File: config.mk
export PLATFORM = sky130hd
export DESIGN_NAME = mult_accumulator
export DESIGN_NICKNAME = d
export VERILOG_FILES = /design/src/rtl/mult_pkg.sv /design/src/rtl/mult_accumulator_sat_add.sv /design/src/rtl/mult_accumulator.sv
export SDC_FILE = /design/constraint.sdc
export NUM_CORES = 1
export LEC_CHECK = 0
export ABC_AREA = 1
export CAP_MARGIN = 20
export CORE_MARGIN = 2
export CORE_UTILIZATION = 38
export CTS_CLUSTER_DIAMETER = 80
export DETAILED_ROUTE_END_ITERATION = 8
export PLACE_DENSITY = 0.6
export SYNTH_ARGS = -nofsm -noshare
export SYNTH_HDL_FRONTEND = slang
export SYNTH_SLANG_ARGS = --single-unit
File: constraint.sdc
create_clock -name clk -period 5.85 [get_ports clk]
set_input_delay 1.17 -clock clk [delete_from_list [all_inputs] [get_ports clk]]
set_output_delay 1.17 -clock clk [all_outputs]
set_load 0.01 [all_outputs]
File: src/rtl/mult_pkg.sv
// mult_pkg: shared defaults, accumulator width derivation and FSM state type for mult_accumulator
package mult_pkg;
  localparam int N_DEF = 32;
  localparam int G_DEF = 8;
  localparam int CW_DEF = 16;
  typedef logic state_t;
  localparam state_t ACC = 1'b0;
  localparam state_t HOLD = 1'b1;
  function automatic int acc_width(input int n, input int g);
    return 2 * n + g;
  endfunction
endpackage

File: src/rtl/mult_accumulator_sat_add.sv
// sat_add: AW-bit signed adder with overflow detect; ports a_i, b_i (addends), sum_o, ovf_o; clamps on overflow when MULT_ACC_SATURATE_EN is defined, wraps otherwise
module sat_add #(
  parameter int AW = 72
) (
  input  logic [AW-1:0] a_i,
  input  logic [AW-1:0] b_i,
  output logic [AW-1:0] sum_o,
  output logic          ovf_o
);
  logic [AW-1:0] raw;
  always_comb begin
    raw = a_i + b_i;
    ovf_o = (a_i[AW-1] == b_i[AW-1]) && (raw[AW-1] != a_i[AW-1]);
`ifdef MULT_ACC_SATURATE_EN
    sum_o = !ovf_o ? raw : a_i[AW-1] ? {1'b1, {(AW-1){1'b0}}} : {1'b0, {(AW-1){1'b1}}};
`else
    sum_o = raw;
`endif
  end
endmodule

File: src/rtl/mult_accumulator.sv
// mult_accumulator: accumulates signed Booth products into groups; ports clk, rst, in_valid/in_ready/product/in_last (input stream), out_valid/out_ready/acc_out/term_cnt/overflow (result); macro MULT_ACC_SATURATE_EN selects clamping adds
module mult_accumulator
  import mult_pkg::*;
#(
  parameter int N = N_DEF,
  parameter int G = G_DEF,
  parameter int CW = CW_DEF
) (
  input  logic                         clk,
  input  logic                         rst,
  input  logic                         in_valid,
  output logic                         in_ready,
  input  logic [2*N-1:0]               product,
  input  logic                         in_last,
  output logic                         out_valid,
  input  logic                         out_ready,
  output logic [acc_width(N, G)-1:0]   acc_out,
  output logic [CW-1:0]                term_cnt,
  output logic                         overflow
);
  localparam int AW = acc_width(N, G);
  state_t state_q, state_d;
  logic [AW-1:0] sum_q, sum_d, res_q, res_d, ext, add_sum;
  logic [CW-1:0] cnt_q, cnt_d, tc_q, tc_d, cnt_inc;
  logic ovf_q, ovf_d, ovo_q, ovo_d, add_ovf, beat, grp_end;
  assign ext = AW'($signed(product));
  sat_add #(.AW(AW)) u_add (
    .a_i  (sum_q),
    .b_i  (ext),
    .sum_o(add_sum),
    .ovf_o(add_ovf)
  );
  assign in_ready = state_q == ACC;
  assign out_valid = state_q == HOLD;
  assign acc_out = res_q;
  assign term_cnt = tc_q;
  assign overflow = ovo_q;
  always_comb begin
    beat = in_valid && in_ready;
    grp_end = beat && in_last;
    cnt_inc = &cnt_q ? cnt_q : cnt_q + CW'(1);
    sum_d = grp_end ? '0 : beat ? add_sum : sum_q;
    cnt_d = grp_end ? '0 : beat ? cnt_inc : cnt_q;
    ovf_d = !grp_end && (ovf_q || (beat && add_ovf));
    res_d = grp_end ? add_sum : res_q;
    tc_d = grp_end ? cnt_inc : tc_q;
    ovo_d = grp_end ? (ovf_q || add_ovf) : ovo_q;
    state_d = grp_end ? HOLD : (out_valid && out_ready) ? ACC : state_q;
  end
  always_ff @(posedge clk) begin
    if (rst) begin
      state_q <= ACC;
      sum_q <= '0;
      cnt_q <= '0;
      ovf_q <= 1'b0;
      res_q <= '0;
      tc_q <= '0;
      ovo_q <= 1'b0;
    end else begin
      state_q <= state_d;
      sum_q <= sum_d;
      cnt_q <= cnt_d;
      ovf_q <= ovf_d;
      res_q <= res_d;
      tc_q <= tc_d;
      ovo_q <= ovo_d;
    end
  end
endmodule

Word level (Yosys, flattened, before mapping) --
Cells that the tools add are included.
Word-level totals: output and inout bits 91, bits in registers 179, input port bits 69
Operators by class: bitwise logic cells 1, eq/ne operators 2, mux-type cells 3, $add $sub $neg 2, reductions and logical operators 12
Operators with widths (count):
- $add A72 B72 Y72 | 1
- $add A16 B1 Y16 const B | 1
- $mux W16 | 1
- $reduce_and A16 Y1 | 1
- $logic_and A1 B1 Y1 | 6
- $logic_or A1 B1 Y1 | 2
- $mux W1 | 2
- $reduce_bool A2 Y1 | 1
- $reduce_or A2 Y1 | 1
- $eq A1 B1 Y1 | 1
- $logic_not A1 Y1 | 1
- $ne A1 B1 Y1 | 1
- $not A1 Y1 | 1

Longest topological paths before layout --
word-level depth 6, depth in mapped cells 18, depth with buffers taken out 18

Hierarchy --
From an unflattened synthesis, not the netlist that was laid out.
Unflattened totals: cells, all modules 2027, area total of the unflattened synthesis 12522.0 sq um
Modules (own cells, without submodules):
- mult_accumulator | cells an instance 721, area each 6342.3 sq um, instances 1
- sat_add | cells an instance 1306, area each 6179.7 sq um, instances 1

Worst setup path after synthesis --
Ideal clock, no wire load.
kind input to register, from input product[0], to register sum_q[46], setup time 0.109 ns, stages on the path 17, slack 2.908 ns, data arrival time 2.833 ns, data required time 5.741 ns, cells stage by stage ha_1 inv_1 fa_1 inv_1 nand3_1 nand3_2 nand2_1 nand2_2 inv_1 o21bai_2 nand2_1 nand2_1 nand2_1 nand3_1 nand3_1 nand2_1 inv_1
On the way: word-level cells in the longest chain between the ends 1
RTL lines:
- start: declaration | line mult_accumulator.sv:13 | input logic [2*N-1:0] product,
- $add A72 B72 Y72 | line mult_accumulator_sat_add.sv:12 | raw = a_i + b_i;
- end signal: assignment | line mult_accumulator.sv:61 | sum_q <= sum_d;
- end: declaration | line mult_accumulator.sv:23 | logic [AW-1:0] sum_q, sum_d, res_q, res_d, ext, add_sum;
No other way between the ends. A chain may end at the register's enable or synchronous reset.

Final worst setup path --
Ends and elaborated chain as after synthesis.

==> results.ini <==
[outcome]
status = finished clean

[timing]
setup_tns_ns = 0
setup_viol = 0
hold_viol = 0
worstMarginPinSlew_ns = 0.925
period_needed_ns = 3.63
max_freq_mhz = 275
final_max_slew_viol_count = 0
maxSlewHeadroom_pct = 38.3
fin_crit_sh_pct = 62.0
rsz0062_at_grt = false
skew_ns = 0.0134

[cells_and_area]
drive_gt1_share_pct = 3.57
nFillCells = 3689
fin_nets = 2511
diodes = 0
syn_to_final_growth_pct = 19.7
stdcell_count = 2837

[logic_synthesis]
syn_avg_cell_area_sq_um = 5.89
postSynthCellCount = 2237
yosysWarnings = 0
synth_edf_count = 0
ys.flop_type = dfxtp_1
ys_ff_latch = 179
synthArstFlopShare_pct = 0
yosysUniqueCellTypes = 49
ys_seq_area_share_pct = 27.2
syn_nets = 2379
syn-cell-area_sq_um = 13200

[critical_path]
rrSetupSlack_ns = 3.10
crit_path_start_kind = input pin
slowest_delay_ns = 0.51
cpMaxStageDelayCell = clkdlybuf4s50_1
worstReg2RegEnd = sum_q[46]$_SDFFE_PP0P_
reg2reg_depth = 17
crit_buf_inv = 5
cp_top_family = simple AND/OR/NAND/NOR gates
critPathMaxFanout = 5
cp_data_required_time_ns = 6.21
r2r_start = sum_q[0]$_SDFFE_PP0P_
critPathKind = input pin to flop
cp-end-kind = flop
arrival_ns = 3.99
crit_chain = clkdlybuf4s50_1 > ha_1 > inv_1 > fa_1 > inv_1 > nand3_1 > nand3_2 > nand2_1 > nand2_2 > inv_1 > o21bai_2 > nand2_1 > nand2_1 > nand2_1 > nand3_1 > nand3_1 > nand2_1 > inv_1
cp.depth = 18
critPathMostFrequentCell = nand2_1

[cts]
cts-root-buf = clkbuf_16
cts_buffers = 17
path_clk_slew_ns = 0.07
cts_buffer_depth = 2
hold_buffers = 0
htreeDepth = 4
postCtsSetupBuffers = 0
cts_tree = yes
cts_resized = 0
worstSkewPairLatency_ns = 0.47
clock-sinks = 179

[placement]
gp_congestion = 0.966
placement.io_buffers = 159
hpwl_um = 37500
dp.cells = 2805

[min_path]
hold_class = flop to flop
holdPathStages = 2
worstHoldStart = acc_out[66]$_SDFFE_PP0P_
hold_end = acc_out[66]$_SDFFE_PP0P_

[grt]
grt_max_degree = 85
groute.usage.overall_pct = 26.1
globalRouteOverflowTotal = 0
grt_antenna_before_repair = 0
grt_pass1_vias = 12800
grt_pass1_wl_um = 72100

[floorplanning]
fp.dieW_um = 190
die_h_um = 190
start_util_pct = 38.3
dieArea_sq_um = 36200
core-area_sq_um = 34400
rows = 68
top_level_ports = 160

[detailed_routing]
drt-total-wl_um = 46900
num_vias = 13800
avgRoutedWirePerCell_um = 16.5
dr.pass1.iters = 8
antenna_left = 0
drt_iter0_markers = 1016
via_per_inst = 4.86
drc = 0

[pwr]
powerDensity_nw_per_um2 = 243
ir_drop_v = 0.000215
p_leak_uw = 0.00849

[flow_run]
maxCapViolations = 0

worst max-delay path by stage:
stage,from,endpoint,slack (ns)
floorplan,product[0],sum_q[46]$_SDFFE_PP0P_,2.91
global placement,product[28],sum_q[49]$_SDFFE_PP0P_,1.89
detailed placement,product[0],acc_out[46]$_SDFFE_PP0P_,1.78
CTS,product[0],acc_out[46]$_SDFFE_PP0P_,2.26
global route,product[0],sum_q[42]$_SDFFE_PP0P_,2.05
finish,product[0],sum_q[46]$_SDFFE_PP0P_,2.22
routing by layer:
layer  share of wire [%]  global-route usage (%)  up-vias
met3                 6.0                    3.90       26
li1                    -                       -     7153
met5                   0                       0        -
met2                  40                    37.9      367
met1                  53                    40.3     6237
met4                 1.0                    5.22        0
report_power, final:
group / switching (uW) / internal (uW) / total, uW / leakage [uW]
Sequential: 65.7 / 1320 / 1390 / 0.00147
Clock: 603 / 577 / 1180 / 0.000272
Combinational: 806 / 453 / 1260 / 0.00675
Yosys cell counts, drive strengths merged (11+ instances only):
cell type	n	area, sq um
o21a	14	105
a21oi	111	563
ha	72	901
inv	424	1600
nor3	16	114
o211ai	12	90.1
nand3	126	688
clkbuf	41	165
buf	11	46.3
o21bai	44	334
nor2	321	1210
o21ai	127	651
xnor2	15	131
dfxtp	179	3580
nand2	666	2520
xor2	26	228
layout make-up:
class	instances	area, sq um	share of cell area, %
Sequential cell	179	3580	22.7
Multi-Input combinational cell	1581	7780	49.3
Tap cell	455	569	3.61
Timing Repair Buffer	165	1650	10.5
Clock buffer	18	439	2.78
Inverter	425	1610	10.2
Clock inverter	14	145	0.920
state kept, by name, indices dropped and copies added (netlist names):
name,cells
acc_out,72
out_valid,1
cnt_q,16
overflow,1
term_cnt,16
sum_q,72
ovf_q,1
metrics by stage:
step	total power [uW]	hold slack (ns)	util, %	setup WS [ns]	area [sq um]
floorplan	2200	0.445	-	2.91	13200
CTS	3830	0.455	45.9	2.26	15800
finish	3830	0.450	45.9	2.22	15800
global placement	2650	0.437	44.2	1.89	15200
global route	4050	0.464	45.9	2.05	15800
detailed placement	2660	0.438	44.2	1.78	15200
worst reg2reg max path: stages, from the launching register on:
cell and delay (ns):
dfxtp_1 0.35, ha_1 0.21, inv_1 0.10, fa_1 0.40
inv_1 0.11, nand3_1 0.09, nand3_2 0.12, nand2_1 0.08
nand2_2 0.14, inv_1 0.08, o21bai_2 0.20, nand2_1 0.11
nand2_1 0.16, nand2_1 0.17, nand3_1 0.13, nand3_1 0.09
nand2_1 0.09, inv_1 0.04
placed cells by master (no fill, tap or decap), types with 9 or more instances in the layout:
cell and count:
nand3_1 116, o21ai_0 120, ha_1 72, dfxtp_1 179
nand3_2 9, nor2_1 316, a21oi_1 109, o211ai_1 12
clkdlybuf4s50_1 159, nand2_1 659, o21a_1 14, o21bai_1 43
nor3_1 13, xor2_1 26, xnor2_1 15, clkbuf_16 17
inv_1 416
cell families after synthesis:
family,Yosys count,synth area share (%)
compound gates,319,13.9
xor+xnor,41,2.73
fa+ha+maj,73,6.99
buf+inv,477,13.8
flops,179,27.2
simple gates,1148,35.4
Note: power is estimated with default switching activity, not from simulation.
